File: src/rtl/action_executor_pkg.sv
// Shared definitions for the action executor: bus widths, FSM states, opcodes and
// byte-lane helpers used by the set/add datapath.
package action_executor_pkg;

  localparam int unsigned ADDR_BUS      = 32;
  localparam int unsigned DATA_BUS      = 32;
  localparam int unsigned WORD_WIDTH    = 32;
  localparam int unsigned NUM_HEADERS   = 2;
  localparam int unsigned ACTION_LEN    = 8;
  localparam int unsigned MAX_FIELD_LEN = 4;

  localparam logic [ADDR_BUS-1:0] ZERO_ADDR = '0;

  localparam int unsigned EX_STATE_BUS = 3;

  typedef enum logic [EX_STATE_BUS-1:0] {
    StFree    = 3'd0,
    StLoadAct = 3'd1,
    StDecode  = 3'd2,
    StRead    = 3'd3,
    StAddCalc = 3'd4,
    StWrite   = 3'd5,
    StDone    = 3'd6
  } ex_state_e;

  localparam logic [7:0] ACT_OP_NOP  = 8'd0;
  localparam logic [7:0] ACT_OP_SET  = 8'd1;
  localparam logic [7:0] ACT_OP_ADD  = 8'd2;
  localparam logic [7:0] ACT_OP_DROP = 8'd3;

  // Keeps the low len bytes of a 32-bit value.
  function automatic logic [31:0] len_mask(input logic [3:0] len);
    logic [31:0] m;
    case (len)
      4'd1:    m = 32'h0000_00ff;
      4'd2:    m = 32'h0000_ffff;
      4'd3:    m = 32'h00ff_ffff;
      default: m = 32'hffff_ffff;
    endcase
    return m;
  endfunction

  // Moves the low len bytes to the top so bytes can be emitted MSB first from [31:24].
  function automatic logic [31:0] align_msb(input logic [31:0] v, input logic [3:0] len);
    logic [31:0] r;
    case (len)
      4'd1:    r = {v[7:0], 24'h0};
      4'd2:    r = {v[15:0], 16'h0};
      4'd3:    r = {v[23:0], 8'h0};
      default: r = v;
    endcase
    return r;
  endfunction

endpackage

File: src/rtl/action_executor.sv
// Action executor: fetches an 8-byte action entry for a matched flow and applies
// SET/ADD to a header field in packet memory, or flags the packet as dropped.
module action_executor
  import action_executor_pkg::*;
(
  input  logic                              clk,
  input  logic                              rst,
  input  logic                              start_i,
  input  logic [ADDR_BUS-1:0]               val_addr_i,
  input  logic [WORD_WIDTH*NUM_HEADERS-1:0] parsed_hdrs_i,
  output logic                              mem_ce_o,
  output logic                              mem_we_o,
  output logic [ADDR_BUS-1:0]               mem_addr_o,
  output logic [3:0]                        mem_width_o,
  output logic [DATA_BUS-1:0]               mem_data_o,
  input  logic [DATA_BUS-1:0]               mem_data_i,
  output logic                              ready_o,
  output logic                              drop_o,
  output logic                              err_o,
  input  logic                              mod_start_i,
  input  logic                              mod_default_drop_i
);

  ex_state_e             state_q;
  logic [63:0]           act_q;
  logic [31:0]           field_q;
  logic [31:0]           wbuf_q;
  logic [ADDR_BUS-1:0]   base_q;
  logic [3:0]            len_q;
  logic [3:0]            cnt_q;
  logic                  default_drop_q;
  logic                  ce_q;
  logic                  we_q;
  logic [ADDR_BUS-1:0]   addr_q;
  logic [7:0]            data_q;
  logic                  ready_q;
  logic                  drop_q;
  logic                  err_q;

  logic [7:0]            rd_byte;
  logic [7:0]            act_op;
  logic [7:0]            act_hid;
  logic [7:0]            act_off;
  logic [7:0]            act_len;
  logic [31:0]           act_imm;
  logic                  fld_bad;
  logic [WORD_WIDTH-1:0] hdr_base;
  logic [ADDR_BUS-1:0]   field_addr;
  logic [31:0]           sum_al;
  logic                  last_byte;
  logic                  unused_mem;

  assign rd_byte    = mem_data_i[7:0];
  assign unused_mem = ^mem_data_i[DATA_BUS-1:8];

  assign act_op  = act_q[63:56];
  assign act_hid = act_q[55:48];
  assign act_off = act_q[47:40];
  assign act_len = act_q[39:32];
  assign act_imm = act_q[31:0];

  assign fld_bad = (act_len == 8'd0) || (act_len > 8'(MAX_FIELD_LEN)) ||
                   (act_hid >= 8'(NUM_HEADERS));

  // hdr0 occupies the upper word of parsed_hdrs_i.
  assign hdr_base   = act_hid[0] ? parsed_hdrs_i[WORD_WIDTH-1:0]
                                 : parsed_hdrs_i[2*WORD_WIDTH-1:WORD_WIDTH];
  assign field_addr = ADDR_BUS'(hdr_base) + {{(ADDR_BUS-8){1'b0}}, act_off};

  // Carry out of the field width is discarded by the mask.
  assign sum_al    = align_msb((field_q + act_imm) & len_mask(len_q), len_q);
  assign last_byte = (cnt_q == len_q - 4'd1);

  assign mem_ce_o    = ce_q;
  assign mem_we_o    = we_q;
  assign mem_addr_o  = addr_q;
  assign mem_width_o = 4'd1;
  assign mem_data_o  = {{(DATA_BUS-8){1'b0}}, data_q};
  assign ready_o     = ready_q;
  assign drop_o      = drop_q;
  assign err_o       = err_q;

  always_ff @(posedge clk or negedge rst) begin
    if (!rst) begin
      state_q        <= StFree;
      act_q          <= '0;
      field_q        <= '0;
      wbuf_q         <= '0;
      base_q         <= '0;
      len_q          <= '0;
      cnt_q          <= '0;
      default_drop_q <= 1'b0;
      ce_q           <= 1'b0;
      we_q           <= 1'b0;
      addr_q         <= '0;
      data_q         <= '0;
      ready_q        <= 1'b0;
      drop_q         <= 1'b0;
      err_q          <= 1'b0;
    end else begin
      unique case (state_q)
        StFree: begin
          if (mod_start_i) begin
            default_drop_q <= mod_default_drop_i;
          end else if (start_i) begin
            err_q <= 1'b0;
            if (val_addr_i == ZERO_ADDR) begin
              ready_q <= 1'b1;
              drop_q  <= default_drop_q;
              state_q <= StDone;
            end else begin
              ready_q <= 1'b0;
              drop_q  <= 1'b0;
              ce_q    <= 1'b1;
              we_q    <= 1'b0;
              addr_q  <= val_addr_i;
              cnt_q   <= '0;
              state_q <= StLoadAct;
            end
          end
        end

        StLoadAct: begin
          act_q <= {act_q[55:0], rd_byte};
          if (cnt_q == 4'(ACTION_LEN - 1)) begin
            ce_q    <= 1'b0;
            state_q <= StDecode;
          end else begin
            addr_q <= addr_q + 1'b1;
            cnt_q  <= cnt_q + 4'd1;
          end
        end

        StDecode: begin
          cnt_q   <= '0;
          field_q <= '0;
          base_q  <= field_addr;
          len_q   <= act_len[3:0];
          if (act_op > ACT_OP_DROP ||
              ((act_op == ACT_OP_SET || act_op == ACT_OP_ADD) && fld_bad)) begin
            err_q   <= 1'b1;
            ready_q <= 1'b1;
            state_q <= StDone;
          end else if (act_op == ACT_OP_SET) begin
            wbuf_q  <= align_msb(act_imm, act_len[3:0]);
            data_q  <= align_msb(act_imm, act_len[3:0]) >> 24;
            ce_q    <= 1'b1;
            we_q    <= 1'b1;
            addr_q  <= field_addr;
            state_q <= StWrite;
          end else if (act_op == ACT_OP_ADD) begin
            ce_q    <= 1'b1;
            we_q    <= 1'b0;
            addr_q  <= field_addr;
            state_q <= StRead;
          end else begin
            drop_q  <= (act_op == ACT_OP_DROP);
            ready_q <= 1'b1;
            state_q <= StDone;
          end
        end

        StRead: begin
          field_q <= {field_q[23:0], rd_byte};
          if (last_byte) begin
            ce_q    <= 1'b0;
            state_q <= StAddCalc;
          end else begin
            addr_q <= addr_q + 1'b1;
            cnt_q  <= cnt_q + 4'd1;
          end
        end

        StAddCalc: begin
          wbuf_q  <= sum_al;
          data_q  <= sum_al[31:24];
          ce_q    <= 1'b1;
          we_q    <= 1'b1;
          addr_q  <= base_q;
          cnt_q   <= '0;
          state_q <= StWrite;
        end

        StWrite: begin
          if (last_byte) begin
            ce_q    <= 1'b0;
            we_q    <= 1'b0;
            data_q  <= '0;
            ready_q <= 1'b1;
            state_q <= StDone;
          end else begin
            wbuf_q <= {wbuf_q[23:0], 8'h0};
            data_q <= wbuf_q[23:16];
            addr_q <= addr_q + 1'b1;
            cnt_q  <= cnt_q + 4'd1;
          end
        end

        StDone: begin
          if (!start_i) state_q <= StFree;
        end

        default: state_q <= StFree;
      endcase
    end
  end

endmodule

File: config.mk
export PLATFORM = sky130hd
export DESIGN_NAME = action_executor
export DESIGN_NICKNAME = d
export VERILOG_FILES = /design/src/rtl/action_executor_pkg.sv /design/src/rtl/action_executor.sv
export SDC_FILE = /design/constraint.sdc
export NUM_CORES = 1
export LEC_CHECK = 0
export CORE_MARGIN = 1
export CORE_UTILIZATION = 60
export DETAILED_ROUTE_END_ITERATION = 10
export DONT_BUFFER_PORTS = 1
export PLACE_DENSITY_LB_ADDON = 0.25
export SLEW_MARGIN = 20
export SYNTH_ARGS = -nofsm -noshare
export SYNTH_HDL_FRONTEND = slang
export SYNTH_SLANG_ARGS = --single-unit
File: constraint.sdc
create_clock -name clk -period 10.3 [get_ports clk]
set_input_delay 0.515 -clock clk [delete_from_list [all_inputs] [get_ports clk]]
set_output_delay 0.515 -clock clk [all_outputs]
set_load 0.005 [all_outputs]
Word level (Yosys, flattened, before mapping)
Cells that the tools add are included.
{ "op_classes": {"bitwise": 1, "mux": 74, "order_cmp": 3, "eq_ne": 36, "n_reduce_logical": 28, "addsub": 5} }
{ "op_table": {"columns": ["op", "n"], "rows": [
  ["$mux 32", 9],
  ["$pmux 32 s3", 3],
  ["$pmux 32 s5", 1],
  ["$mux 24", 3],
  ["$pmux 24 s3", 1],
  ["$pmux 32 s2", 1],
  ["$add 32x1->32 const B", 1],
  ["$add 32x32->32", 1],
  ["$add 32x8->32", 1],
  ["$and 32x32->32", 1],
  ["$logic_not 32->1", 1],
  ["$mux 1", 30],
  ["$mux 3", 10],
  ["$ne 2x2->1 const B", 15],
  ["$mux 8", 3],
  ["$pmux 8 s3", 1],
  ["$reduce_and 6->1", 4],
  ["$pmux 3 s7", 1],
  ["$mux 4", 5],
  ["$eq 4x2->1 const B", 4],
  ["$eq 8x2->1 const B", 2],
  ["$pmux 4 s4", 1],
  ["$reduce_and 8->1", 2],
  ["$eq 3x3->1 const B", 3],
  ["other kinds (30)", 43]
]} }
{ "totals": {"register_bits": 209, "out_inout_bits": 73, "inputBits": 133, "word_cells": 162} }

Logic depth before layout (Yosys ltp)
{ "logic_depth": {"word_depth": 7, "ltp_mapped": 17, "mapped_depth_nobuf": 12} }

Worst setup path before layout
Ideal clock, no wire load.
{ "synth_path": {"kind": "register to register", "startpoint": "register act_q[48]", "endpoint": "register addr_q[8] (netlist: mem_addr_o[8])", "synth_period_minus_slack_ns": 3.911, "slack_ns": 6.389, "setup_ns": 0.083, "required_ns": 10.217, "path_stages_with_launch": 17, "arrival_ns": 3.829, "path_buffers": 6, "path_cell_list": "dfrtp_1 buf_6 buf_4 buf_2 buf_2 buf_1 mux2_2 ha_1 fa_1 a21oi_1 o22ai_1 o21a_1 clkbuf_1 xor2_1 a221oi_1 o22ai_1 o21ai_0"} }
{ "synth_via": {"elab_chain_len": 6, "word_cells_on_any_way": 12, "cone_classes": "1 x add/sub; 1 x order compare; 1 x eq/ne; 5 x mux; 4 x reduce/logical"} }
{ "synth_rtl": {"columns": ["element", "line_no", "rtl"], "rows": [
  ["start, declared", "action_executor.sv:25", "logic [63:0] act_q;"],
  ["start signal, assigned", "action_executor.sv:124", "act_q <= {act_q[55:0], rd_byte};"],
  ["$mux 32 / $ge 8x2->1 (equally long branches)", "action_executor.sv:66, action_executor.sv:63", null],
  ["$add 32x8->32 / $logic_or 1x1->1 (equally long branches)", "action_executor.sv:68, action_executor.sv:62", null],
  ["$mux 32 / $logic_and 1x1->1 (equally long branches)", "action_executor.sv:151, action_executor.sv:140", null],
  ["$mux 32 / $logic_or 1x1->1 (equally long branches)", "action_executor.sv:144, action_executor.sv:139", null],
  ["$mux 32 / $ne 2x2->1 (equally long branches)", null, null],
  ["$pmux 32 s5 / $reduce_and 8->1 (equally long branches)", null, null],
  ["end signal, assigned", "action_executor.sv:116", "addr_q <= val_addr_i;"],
  ["end signal, assigned", "action_executor.sv:149", "addr_q <= field_addr;"],
  ["end signal, assigned", "action_executor.sv:154", "addr_q <= field_addr;"],
  ["end, declared", "action_executor.sv:34", "logic [ADDR_BUS-1:0] addr_q;"]
]} }
Several ways; a longest one is shown, not always the timed one. The select of a mux whose other input is x is not followed.
A chain may end at the register's enable or synchronous reset.

Worst setup path in the final report
{ "layout_path": {"startpoint": "register act_q[48]", "endpoint": "register addr_q[13] (netlist: mem_addr_o[13])"} }
The elaborated chain is that of the path after synthesis.

==> metrics.log <==
INFO  metric power.density = 395 nW/µm²
INFO  metric setup_tns = 0 ns
INFO  metric cts_num_sinks = 209
INFO  metric antennaDiodeCount = 0
INFO  metric async_flop_share = 100%
INFO  metric number_of_nets_at_the_end_of_the_flow = between 1500 and 2000
INFO  metric min_period_over_period = 41.4%
INFO  metric hold_start = mem_data_i[1]
INFO  metric track_usage = a little under two fifths
INFO  metric sequential_cell_area = ~5200 µm²
INFO  metric tightest_slew = 1.08 ns
INFO  metric cts_made_buffers = 24
INFO  metric route.detailed.vias_per_inst = roughly 6.7
INFO  metric timing_max_transition_violations_final = 0
INFO  metric via_count_of_the_first_global_routing_pass = 11500
INFO  metric period_minus_slack = 4.27 ns
INFO  metric postCtsSetupRepairBufs = 0
INFO  metric routed_wl = 45900 µm
INFO  metric worst_path_setup_slack_after_routing = approximately 6 ns
INFO  metric number_of_antenna_violations_at_the_first_check_in_global_routing = 2
INFO  metric ys.warnings.count = 0
INFO  metric worst_path_most_repeated_cell = sky130_fd_sc_hd__a21o_1
INFO  metric die_height = roughly 160 µm
INFO  metric ys_seq_area_share = 36.2%
INFO  metric synth-edff-count = 0
INFO  metric floorplan.die_area = ~25000 µm²
INFO  metric worstSkewPairLatency = between 0.5 and 0.6 ns
INFO  metric clock_tree.htree_level_count = 1
INFO  metric r2r.worst_path.cells = 10
INFO  metric path_class = reg2reg
INFO  metric dominantRegCellSynth = sky130_fd_sc_hd__dfrtp_1
INFO  metric clock_tree.root_cell = sky130_fd_sc_hd__clkbuf_16
INFO  metric synth_seq_cells = ~210
INFO  metric grt-ovfl-total = 0
INFO  metric largest_stage_delay_on_the_critical_path = 1.00 ns
INFO  metric final_hold_viol_count = 0
INFO  metric starting_utilization_of_the_core_area = about 61%
INFO  metric timing.slew.headroom = 27.4%
INFO  metric dr.pass1.iters = 8
INFO  metric synthesis.instances = 1659
INFO  metric cellLeakagePower = 6.48 nW
INFO  metric hold_path_depth = 2
INFO  metric core-area = 23500 µm²
INFO  metric cts_tree = done
INFO  metric setup_viol = 0
INFO  metric grt_start_max_net_pins = 210
INFO  metric endpoint_kind = flip-flop
INFO  metric timing.reg2reg.setup_slack = 6.03 ns
INFO  metric place.gp.congestion = 1.00
INFO  metric routedWlPerCell = approximately 24 µm
INFO  metric dr_total_vias = around 13000
INFO  metric drt_iter0_markers = 1856
INFO  metric post_route_cells_drive_above_1_share = 11.4%
INFO  metric drv_cap = 0
INFO  metric timing.critical_path.buf_inv = 0
INFO  metric holdCritPathClass = in2reg
INFO  metric timing.critical_path.arrival = 4.71 ns
INFO  metric required_time_of_the_worst_setup_path = around 11 ns
INFO  metric fin_skew = 0.0181 ns
INFO  metric dp_worst_setup_slack = 6.20 ns
INFO  metric floorplan.io_pins = 206
INFO  metric grt_pass1_wl = 68200 µm
INFO  metric rr_endpoint = mem_addr_o[13]
INFO  metric cp_startpoint_kind = flip-flop
INFO  metric place.detailed.hpwl = between 30000 and 40000 µm
INFO  metric multi_input_comb_area = 8630 µm²
INFO  metric remaining_antenna_violation_count_after_routing = 0
INFO  metric path_cells = mux2_2, ha_1, a21o_1, a21o_1, a211oi_1, o21bai_1, and2_1, a311oi_1, nor3_1, o21ai_1
INFO  metric n_fill_cell = between 1500 and 2000
INFO  metric critPathMaxFanout = 49
INFO  metric achievable-frequency = 0.234 GHz
INFO  metric syn_avg_cell_area = 8.72 µm²
INFO  metric rsz0062_at_grt = no
INFO  metric path_delay_family = compound AO/OA/AOI/OAI gates
INFO  metric max-clock-path-buffers = 3
INFO  metric holdPathEnd = act_q[1]
INFO  metric rr_startpoint = act_q[48]
INFO  metric die_width = 157 µm
INFO  metric outcome = finished, final reports clean
INFO  metric crit_path_top_delay_cell = sky130_fd_sc_hd__dfrtp_2
INFO  metric port_buffers = 0
INFO  metric worst_ir_drop_vdd = 0.229 mV
INFO  metric area.growth.synth_to_final = 6.09%
INFO  metric synth.lib_cells_used.distinct = between 90 and 100
INFO  metric drc = 0
INFO  metric netlist_area = 14500 µm²
INFO  metric clkSlewWorstSetupHoldPaths = 0.06 ns
INFO  metric row_count = 56
## stage by stage
stage	hold WS [ns]	instance area (µm²)	util, %	power (W)	std cells
floorplan	0.219	14600	-	0.00409	1685
global placement	0.223	14500	61.4	0.00495	1893
detailed placement	0.222	14500	61.4	0.00503	1893
CTS	0.0999	15300	65.0	0.00595	1936
global route	0.127	15300	65.2	0.00641	1938
finish	0.106	15300	65.2	0.00607	1938
## worst max-delay path by stage
stage                           from  cells after the start        endpoint  slack (ns)
after detailed placement   act_q[48]                     10  mem_addr_o[13]        6.20
after global placement     act_q[48]                     10  mem_addr_o[13]        6.26
after CTS                  act_q[48]                     10  mem_addr_o[13]        6.18
final                      act_q[48]                     10  mem_addr_o[13]        6.03
after global routing      state_q[1]                     11  mem_addr_o[18]        5.82
after floorplan            act_q[48]                     16   mem_addr_o[8]        6.39
## repair_timing
action | CTS | global route
endpoints found under the hold margin | 209 | 63
hold buffers | 1 | 1
gates resized for setup | 0 | 0
## worst register-to-register path: stages (launching register included)
cell,delay [ns]
sky130_fd_sc_hd__dfrtp_2,1.00
sky130_fd_sc_hd__mux2_2,0.48
sky130_fd_sc_hd__ha_1,0.28
sky130_fd_sc_hd__a21o_1,0.15
sky130_fd_sc_hd__a21o_1,0.20
sky130_fd_sc_hd__a211oi_1,0.32
sky130_fd_sc_hd__o21bai_1,0.22
sky130_fd_sc_hd__and2_1,0.29
sky130_fd_sc_hd__a311oi_1,0.92
sky130_fd_sc_hd__nor3_1,0.15
sky130_fd_sc_hd__o21ai_1,0.17
## metal layers
layer,wire length (µm),GRT usage [%],vias to the layer above
met3,6820,15.8,88
li1,-,-,5934
met5,27,0,-
met4,1030,8.23,4
met1,19200,53.1,6167
met2,18800,50.0,767
## synth_stat cells (all sizes together) (17+ instances only)
cell | count | share of area [%]
a21o | 29 | 1.5
a31oi | 26 | 1.3
a221oi | 34 | 2.1
a21oi | 109 | 3.8
buf | 61 | 2.8
xnor2 | 39 | 2.4
clkbuf | 66 | 1.7
nor3 | 35 | 1.3
nand2 | 236 | 6.2
mux2i | 27 | 1.9
o21ai | 136 | 4.8
nand3 | 44 | 1.5
nor2 | 137 | 3.6
mux2 | 78 | 6.1
dfrtp | 209 | 36
ha | 45 | 3.9
a22o | 20 | 1.2
o221ai | 17 | 1.0
xor2 | 39 | 2.4
a22oi | 19 | 0.99
inv | 22 | 0.59
## cell usage in the layout (no fill, tap or decap), types with 7 or more instances in the layout
cell type / n
sky130_fd_sc_hd__and2_1: 9
sky130_fd_sc_hd__o211ai_1: 11
sky130_fd_sc_hd__o21ai_1: 26
sky130_fd_sc_hd__nor2b_1: 13
sky130_fd_sc_hd__a22oi_1: 19
sky130_fd_sc_hd__a21o_1: 29
sky130_fd_sc_hd__a211oi_1: 11
sky130_fd_sc_hd__a22o_1: 20
sky130_fd_sc_hd__nand2_1: 232
sky130_fd_sc_hd__a21oi_1: 107
sky130_fd_sc_hd__o22a_1: 8
sky130_fd_sc_hd__xor2_1: 39
sky130_fd_sc_hd__nor3_1: 33
sky130_fd_sc_hd__xnor2_1: 38
sky130_fd_sc_hd__dfrtp_1: 207
sky130_fd_sc_hd__clkbuf_16: 24
sky130_fd_sc_hd__nand4_1: 16
sky130_fd_sc_hd__a31oi_1: 24
sky130_fd_sc_hd__o21a_1: 7
sky130_fd_sc_hd__mux2_2: 78
sky130_fd_sc_hd__a221oi_1: 32
sky130_fd_sc_hd__o31ai_1: 12
sky130_fd_sc_hd__inv_1: 20
sky130_fd_sc_hd__nand3_1: 44
sky130_fd_sc_hd__nand2b_1: 13
sky130_fd_sc_hd__o22ai_1: 13
sky130_fd_sc_hd__ha_1: 45
sky130_fd_sc_hd__o21ai_0: 108
sky130_fd_sc_hd__mux2i_1: 27
sky130_fd_sc_hd__or3_1: 8
sky130_fd_sc_hd__nor4_1: 12
sky130_fd_sc_hd__buf_4: 16
sky130_fd_sc_hd__nor2_1: 131
sky130_fd_sc_hd__o221ai_1: 17
sky130_fd_sc_hd__conb_1: 28
sky130_fd_sc_hd__and3_1: 10
## flip-flops by register name, summed over array words and instances, names as in the netlist
name	cells
cnt_q	4
wbuf_q	24
state_q	3
err_o	1
field_q	32
default_drop_q	1
act_q	64
base_q	32
mem_addr_o	32
ready_o	1
len_q	4
drop_o	1
mem_we_o	1
data_q	8
mem_ce_o	1
## area by class of cell
type                       instances  area share (%)
tap                              319            2.60
sequential                       209            34.1
timing repair buffer              19            1.21
clock inverter                    10           0.905
multi-input combinational       1327            56.3
clock buffer                      32            4.37
inverter                          22           0.554
## logic make-up (layout without fill, tap and decap cells)
kind of cell | Yosys count | after routing | share of synthesized area [%]
and+or+nand+nor | 570 | 570 | 18.7
AOI/OAI and AO/OA | 499 | 499 | 23.2
DFF | 209 | 209 | 36.2
buffers and inverters | 149 | 83 | 5.06
muxes | 105 | 105 | 7.94
xor gates and xnor gates | 78 | 78 | 4.78
adders and majority gates | 47 | 47 | 4.17
other | 2 | 28 | 0.0519
## power by group
group	internal [W]	total, W	leakage (nW)	switching, W
clock network	0.000531	0.000885	0.398	0.000354
logic	0.00129	0.00339	3.50	0.00211
registers	0.00122	0.00179	2.58	0.000567
No activity file was read; power rests on OpenSTA's default activity.
